<file path="src/rtl/pipeline_credit_buffer_if.sv">
// ============================================================================
// Module   : pipeline_credit_buffer_if
// Brief    : Issue / pipeline / output stream bundle for pipeline_credit_buffer.
// Revision : 1.0
// ============================================================================
`default_nettype none

interface pipeline_credit_buffer_if #(
   parameter int BIT_WIDTH = 10,
   parameter int DEPTH     = 8,
   parameter int CNT_WIDTH = $clog2(DEPTH + 1)
);
   logic                 issue_valid;
   logic                 issue_ready;
   logic                 pipe_valid;
   logic [BIT_WIDTH-1:0] pipe_data;
   logic                 out_valid;
   logic                 out_ready;
   logic [BIT_WIDTH-1:0] out_data;
   logic [CNT_WIDTH-1:0] occupancy;
   logic                 overflow;

   modport slave (
      input  issue_valid,
      output issue_ready,
      input  pipe_valid,
      input  pipe_data,
      output out_valid,
      input  out_ready,
      output out_data,
      output occupancy,
      output overflow
   );

   modport master (
      output issue_valid,
      input  issue_ready,
      output pipe_valid,
      output pipe_data,
      input  out_valid,
      output out_ready,
      input  out_data,
      input  occupancy,
      input  overflow
   );
endinterface

`default_nettype wire

</file>
<file path="src/rtl/pipeline_credit_buffer.sv">
// ============================================================================
// Module   : pipeline_credit_buffer
// Brief    : Credit-issuing FWFT skid FIFO behind a non-stallable pipeline.
//            Optional same-cycle bypass: PIPELINE_CREDIT_BUFFER_BYPASS_EN.
// Revision : 1.0
// ============================================================================
`default_nettype none

module pipeline_credit_buffer #(
   parameter int BIT_WIDTH = 10,
   parameter int DEPTH     = 8,
   parameter int CNT_WIDTH = $clog2(DEPTH + 1)
) (
   input  wire logic                clk,
   input  wire logic                reset_n,
   pipeline_credit_buffer_if.slave  bus
);

   localparam int                   c_ptr_width = (DEPTH > 1) ? $clog2(DEPTH) : 1;
   localparam logic [CNT_WIDTH-1:0] c_full      = CNT_WIDTH'(DEPTH);
   localparam logic [CNT_WIDTH-1:0] c_one       = CNT_WIDTH'(1);

   logic [BIT_WIDTH-1:0]   r_mem [DEPTH];
   logic [c_ptr_width-1:0] r_wr_ptr;
   logic [c_ptr_width-1:0] r_rd_ptr;
   logic [CNT_WIDTH-1:0]   r_occupancy;
   logic [CNT_WIDTH-1:0]   r_reserved;
   logic                   r_overflow;

   logic w_empty;
   logic w_full;
   logic w_issue_ready;
   logic w_issue_fire;
   logic w_out_valid;
   logic w_out_fire;
   logic w_read_fire;
   logic w_bypass;
   logic w_write_req;
   logic w_write_en;
   logic w_res_dec;

   function automatic logic [c_ptr_width-1:0] next_ptr(input logic [c_ptr_width-1:0] ptr);
      if (ptr == c_ptr_width'(DEPTH - 1))
         next_ptr = '0;
      else
         next_ptr = ptr + c_ptr_width'(1);
   endfunction

   assign w_empty       = (r_occupancy == '0);
   assign w_full        = (r_occupancy == c_full);
   assign w_issue_ready = (r_reserved < c_full);
   assign w_issue_fire  = bus.issue_valid && w_issue_ready;

`ifdef PIPELINE_CREDIT_BUFFER_BYPASS_EN
   // An item arriving at an empty FIFO is presented immediately.
   assign w_bypass    = w_empty && bus.pipe_valid;
   assign w_out_valid = !w_empty || w_bypass;
   always_comb begin
      bus.out_data = '0;
      if (!w_empty)
         bus.out_data = r_mem[r_rd_ptr];
      else if (w_bypass)
         bus.out_data = bus.pipe_data;
   end
`else
   assign w_bypass    = 1'b0;
   assign w_out_valid = !w_empty;
   assign bus.out_data = w_empty ? '0 : r_mem[r_rd_ptr];
`endif

   assign w_out_fire  = w_out_valid && bus.out_ready;
   assign w_read_fire = !w_empty && bus.out_ready;
   assign w_write_req = bus.pipe_valid && !(w_bypass && bus.out_ready);
   // A pop in the same cycle frees the slot, so a full FIFO can still take the write.
   assign w_write_en  = w_write_req && (!w_full || w_read_fire);
   assign w_res_dec   = w_out_fire && (r_reserved != '0);

   assign bus.issue_ready = w_issue_ready;
   assign bus.out_valid   = w_out_valid;
   assign bus.occupancy   = r_occupancy;
   assign bus.overflow    = r_overflow;

   always_ff @(posedge clk or negedge reset_n) begin
      if (!reset_n) begin
         r_wr_ptr    <= '0;
         r_rd_ptr    <= '0;
         r_occupancy <= '0;
         r_reserved  <= '0;
         r_overflow  <= 1'b0;
      end else begin
         if (w_write_en)
            r_wr_ptr <= next_ptr(r_wr_ptr);
         if (w_read_fire)
            r_rd_ptr <= next_ptr(r_rd_ptr);

         case ({w_write_en, w_read_fire})
            2'b10:   r_occupancy <= r_occupancy + c_one;
            2'b01:   r_occupancy <= r_occupancy - c_one;
            default: r_occupancy <= r_occupancy;
         endcase

         case ({w_issue_fire, w_res_dec})
            2'b10:   r_reserved <= r_reserved + c_one;
            2'b01:   r_reserved <= r_reserved - c_one;
            default: r_reserved <= r_reserved;
         endcase

         if (w_write_req && !w_write_en)
            r_overflow <= 1'b1;
      end
   end

   // Storage needs no reset; out_data is masked while empty.
   always_ff @(posedge clk) begin
      if (w_write_en)
         r_mem[r_wr_ptr] <= bus.pipe_data;
   end

endmodule

`default_nettype wire
</file>
<file path="src/flat_wrapper.sv">
// flat-port wrapper written by rule: the top's interface ports become plain ports
module pipeline_credit_buffer_flat 
#(
   parameter int BIT_WIDTH = 10,
   parameter int DEPTH     = 8,
   parameter int CNT_WIDTH = $clog2(DEPTH + 1)
)
  (clk, reset_n, bus_issue_valid, bus_issue_ready, bus_pipe_valid, bus_pipe_data, bus_out_valid, bus_out_ready, bus_out_data, bus_occupancy, bus_overflow);
  pipeline_credit_buffer_if #(.BIT_WIDTH(BIT_WIDTH), .DEPTH(DEPTH), .CNT_WIDTH(CNT_WIDTH)) bus_i ();
  input  wire logic clk;
  input  wire logic reset_n;
  input wire logic [$bits(bus_i.issue_valid)-1:0] bus_issue_valid;
  output wire logic [$bits(bus_i.issue_ready)-1:0] bus_issue_ready;
  input wire logic [$bits(bus_i.pipe_valid)-1:0] bus_pipe_valid;
  input wire logic [$bits(bus_i.pipe_data)-1:0] bus_pipe_data;
  output wire logic [$bits(bus_i.out_valid)-1:0] bus_out_valid;
  input wire logic [$bits(bus_i.out_ready)-1:0] bus_out_ready;
  output wire logic [$bits(bus_i.out_data)-1:0] bus_out_data;
  output wire logic [$bits(bus_i.occupancy)-1:0] bus_occupancy;
  output wire logic [$bits(bus_i.overflow)-1:0] bus_overflow;
  assign bus_i.issue_valid = bus_issue_valid;
  assign bus_issue_ready = bus_i.issue_ready;
  assign bus_i.pipe_valid = bus_pipe_valid;
  assign bus_i.pipe_data = bus_pipe_data;
  assign bus_out_valid = bus_i.out_valid;
  assign bus_i.out_ready = bus_out_ready;
  assign bus_out_data = bus_i.out_data;
  assign bus_occupancy = bus_i.occupancy;
  assign bus_overflow = bus_i.overflow;
  pipeline_credit_buffer #(.BIT_WIDTH(BIT_WIDTH), .DEPTH(DEPTH), .CNT_WIDTH(CNT_WIDTH)) u_core (.clk(clk), .reset_n(reset_n), .bus(bus_i));
endmodule
</file>
<file path="config.mk">
export PLATFORM = sky130hd
export DESIGN_NAME = pipeline_credit_buffer_flat
export DESIGN_NICKNAME = d
export VERILOG_FILES = /design/src/rtl/pipeline_credit_buffer_if.sv /design/src/rtl/pipeline_credit_buffer.sv /design/src/flat_wrapper.sv
export SDC_FILE = /design/constraint.sdc
export NUM_CORES = 1
export LEC_CHECK = 0
export CAP_MARGIN = 40
export CORE_ASPECT_RATIO = 0.7
export CORE_MARGIN = 3
export CORE_UTILIZATION = 40
export CTS_CLUSTER_SIZE = 16
export DETAILED_ROUTE_END_ITERATION = 8
export DONT_BUFFER_PORTS = 1
export HOLD_SLACK_MARGIN = 0.08
export PLACE_DENSITY = 0.61
export SLEW_MARGIN = 40
export SYNTH_ARGS = -nofsm -noshare
export SYNTH_HDL_FRONTEND = slang
export SYNTH_SLANG_ARGS = --single-unit
export TNS_END_PERCENT = 50
</file>
<file path="constraint.sdc">
create_clock -name clk -period 5.95 [get_ports clk]
set_input_delay 0.595 -clock clk [delete_from_list [all_inputs] [get_ports clk]]
set_output_delay 0.595 -clock clk [all_outputs]
set_load 0.02 [all_outputs]
</file>
==> summary.md <==
| Metric | Value |
|---|---|
| Worst skew pair latency | 0.34 ns |
| Max Cap Viol | 0 |
| Syn nets | 239 |
| Critical-path cell list | or3_4 -> nor2_2 -> inv_2 -> nand2_2 -> inv_1 -> ha_1 -> xor2_1 -> ha_1 -> a21oi_1 -> xor2_1 -> nor2_1 -> xor2_1 |
| Syn Area/Cell | 18.5 sq um |
| Overall routing resource usage | 0.138 |
| Slowest CP cell | dfrtp_1 |
| Mapped Cells | 214 |
| Crit-path leading delay family | simple AND/OR/NAND/NOR gates |
| Area delta synth->final | 12.0% |
| 1st-iter DRT viols | 195 |
| Final worst slack | 2.76 ns |
| I/O pin cnt | 32 |
| Initial antenna violation count | 0 |
| Port bufs | 0 |
| Final GP Congestion | 0.662 |
| Routed vias | 1890 |
| Post-CTS Resized | 0 |
| Max Clk Rate | 313 MHz |
| Seq/Total Area, Yosys | 0.702 |
| GR Overflow Total | 0 |
| Vias in the first global route | 1865 |
| CP endpoint kind | flop |
| Synth warn | 0 |
| N_diodes | 0 |
| Die Y | 89.2 microns |
| Final nets | 251 |
| Pre-Repair DR Iteration Count | 4 |
| Synth Cell Area | 3960 sq um |
| Final ANT Viol Nets | 0 |
| Fin. max-slew vios | 0 |
| Crit-path max FO | 11 |
| Critical path type | flop to flop |
| Worst path max stage delay | 0.51 ns |
| Initial Util | 0.423 |
| Fillers | 792 |
| Power per cell area | 510 nW/um^2 |
| Routed length per instance | 20.2 microns |
| Pin count of the biggest net entering global routing | 23 |
| Drt total wl | 7.18 mm |
| Drt drc | 0 |
| Crit start category | flop |
| Yosys cell types | 32 |
| Ratio of cells with drive above 1 in the final layout | 0.242 |
| Clock Sinks | 95 |
| Root Buffer | clkbuf_16 |
| CTS buffer count | 9 |
| Leak Pwr | 1.54 nW |
| RSZ-0062 raised after global routing | no |
| Fin Setup TNS | 0 ns |
| Final worst path period share | 0.536 |
| Status | complete, no violations |
| Final HPWL DP | 4.56 mm |
| Worst Hold Class | primary input to asynchronous set/reset pin |
| Power Total | 2.26 mW |
| H-tree levels | 3 |
| Pre-CTS WS | 2.74 ns |
| DIE AREA | 11100 sq um |
| Longest Clk Path Bufs | 2 |
| Required @ worst endpoint | 6.16 ns |
| Core area | 9360 sq um |
| Critical Path AT | 3.40 ns |
| Final number of setup-violating endpoints | 0 |
| Synthesis-stage register bit count | 95 |
| Hold Fails Final Rpt | 0 |
| Rows | 29 |
| Postcts setup bufs | 0 |
| DR vias/cell | 5.32 |
| Max rail drop VDD | 0.192 mV |
| Global-route wire length before repair | 11.1 mm |
| Most numerous cell on the critical path | xor2_1 |
| Buf/Inv on CP | 2 |
| Clk_skew | 0.00681 ns |
| Post-route minimum period | 3.19 ns |
| Slew @ Worst Pin | 0.754 ns |
| CTS tree | done |
| Clock transition at path regs | 0.06 ns |
| Die Wd | 125 microns |
| Max_slew headroom | 0.498 |
==> metal layers <==
layer	track usage	part of all wire
met1	0.185	0.47
met2	0.204	0.45
met3	0.0615	0.059
met4	0.0502	0.015
met5	0	0
==> per-stage QoR <==
| step | hold WS, ns | util | instance area (sq um) | std cells |
|---|---|---|---|---|
| after floorplan | 0.299 | - | 3960 | 214 |
| after global placement | 0.300 | 0.442 | 4140 | 337 |
| after detailed placement | 0.300 | 0.444 | 4150 | 338 |
| after CTS | 0.334 | 0.474 | 4440 | 355 |
| after global routing | 0.195 | 0.474 | 4440 | 355 |
| final | 0.176 | 0.474 | 4440 | 355 |
==> synth_stat cells, drive strengths merged <==
| master | instances | area [sq um] |
|---|---|---|
| edfxtp | 80 | 2400 |
| mux4 | 20 | 450 |
| nor2 | 17 | 66.3 |
| dfrtp | 15 | 375 |
| mux2i | 11 | 110 |
| ha | 10 | 125 |
| nor3 | 7 | 35.0 |
| xor2 | 7 | 61.3 |
| mux2 | 5 | 63.8 |
| nand2 | 5 | 21.3 |
| a21o | 4 | 30.0 |
| a21oi | 4 | 20.0 |
| clkbuf | 4 | 15.0 |
| nand2b | 4 | 25.0 |
| o21ai | 4 | 31.3 |
| inv | 3 | 11.3 |
| xnor2 | 3 | 26.3 |
| buf | 2 | 15.0 |
| nand3b | 2 | 15.0 |
| a31oi | 1 | 6.26 |
| and4bb | 1 | 12.5 |
| nand3 | 1 | 5.00 |
| nor4 | 1 | 6.26 |
| nor4bb | 1 | 10.0 |
| o211ai | 1 | 7.51 |
| or3 | 1 | 11.3 |
==> state kept, by name, summed over array words and instances (netlist names) <==
name,flops
u_core.r_mem,80
u_core.bus.occupancy,4
u_core.r_reserved,4
u_core.r_rd_ptr,3
u_core.r_wr_ptr,3
u_core.bus.overflow,1
==> layout make-up <==
cell class	instances	area [sq um]	area share
flip-flops and latches	95	2780	0.627
multi-input cells	110	1160	0.262
clock buffers	13	260	0.0587
well taps	124	155	0.0350
repair buffers	7	50.0	0.0113
clock inverters	3	17.5	0.00395
inverters	3	11.3	0.00254
==> repair_timing <==
action / CTS / global route
hold buffers: 1 / 0
setup endpoints to repair: 0 / 0
hold endpoints to repair: 15 / 0
==> where the power goes <==
part	switching (mW)	leakage [nW]	internal, mW	total (mW)
sequential	0.165	0.902	0.862	1.03
clock	0.225	0.136	0.305	0.529
combinational	0.385	0.499	0.321	0.707
total	0.775	1.54	1.49	2.26
==> cells in the final DEF, fill, tap and decap left out, types with 2 or more instances in the layout <==
cell type / count
clkbuf_1: 2
xnor2_1: 3
mux2_4: 2
nand3b_1: 2
nand2_1: 4
edfxtp_1: 80
inv_1: 2
clkbuf_16: 9
nor3_1: 7
mux2i_1: 11
mux4_2: 20
nor2_1: 13
o21ai_0: 3
mux2_2: 2
nand2b_1: 4
dfrtp_1: 14
a21o_1: 4
a21oi_1: 4
buf_4: 6
clkinv_2: 2
ha_1: 10
xor2_1: 7
clkbuf_8: 2
nor2_2: 4
==> cells by family after synthesis <==
logic type / count (synthesis) / synth area share
buffers and inverters: 9 / 0.0104
DFF: 95 / 0.702
xor gates and xnor gates: 10 / 0.0221
and+or+nand+nor: 40 / 0.0525
adders and majority gates: 10 / 0.0316
muxes: 36 / 0.158
AOI/OAI and AO/OA: 14 / 0.0240
==> path summary, 6_finish.rpt <==
kind / slack, ns / startpoint / to / cells past startpoint
worst max-delay path: 2.76 / u_core.bus.occupancy[1] / u_core.bus.occupancy[2] / 12
worst min-delay path: 0.18 / reset_n / u_core.bus.occupancy[3] / 1
worst max register to register: 2.76 / u_core.bus.occupancy[1] / u_core.bus.occupancy[2] / 12
worst min register to register: 0.54 / u_core.r_rd_ptr[0] / u_core.r_rd_ptr[0] / 1
max in group asynchronous: 5.47 / reset_n / u_core.r_rd_ptr[1] / 1
min in group clk: 0.35 / bus_pipe_data[5] / u_core.r_mem[3][5] / 0
Note: power is estimated with default switching activity, not from simulation.
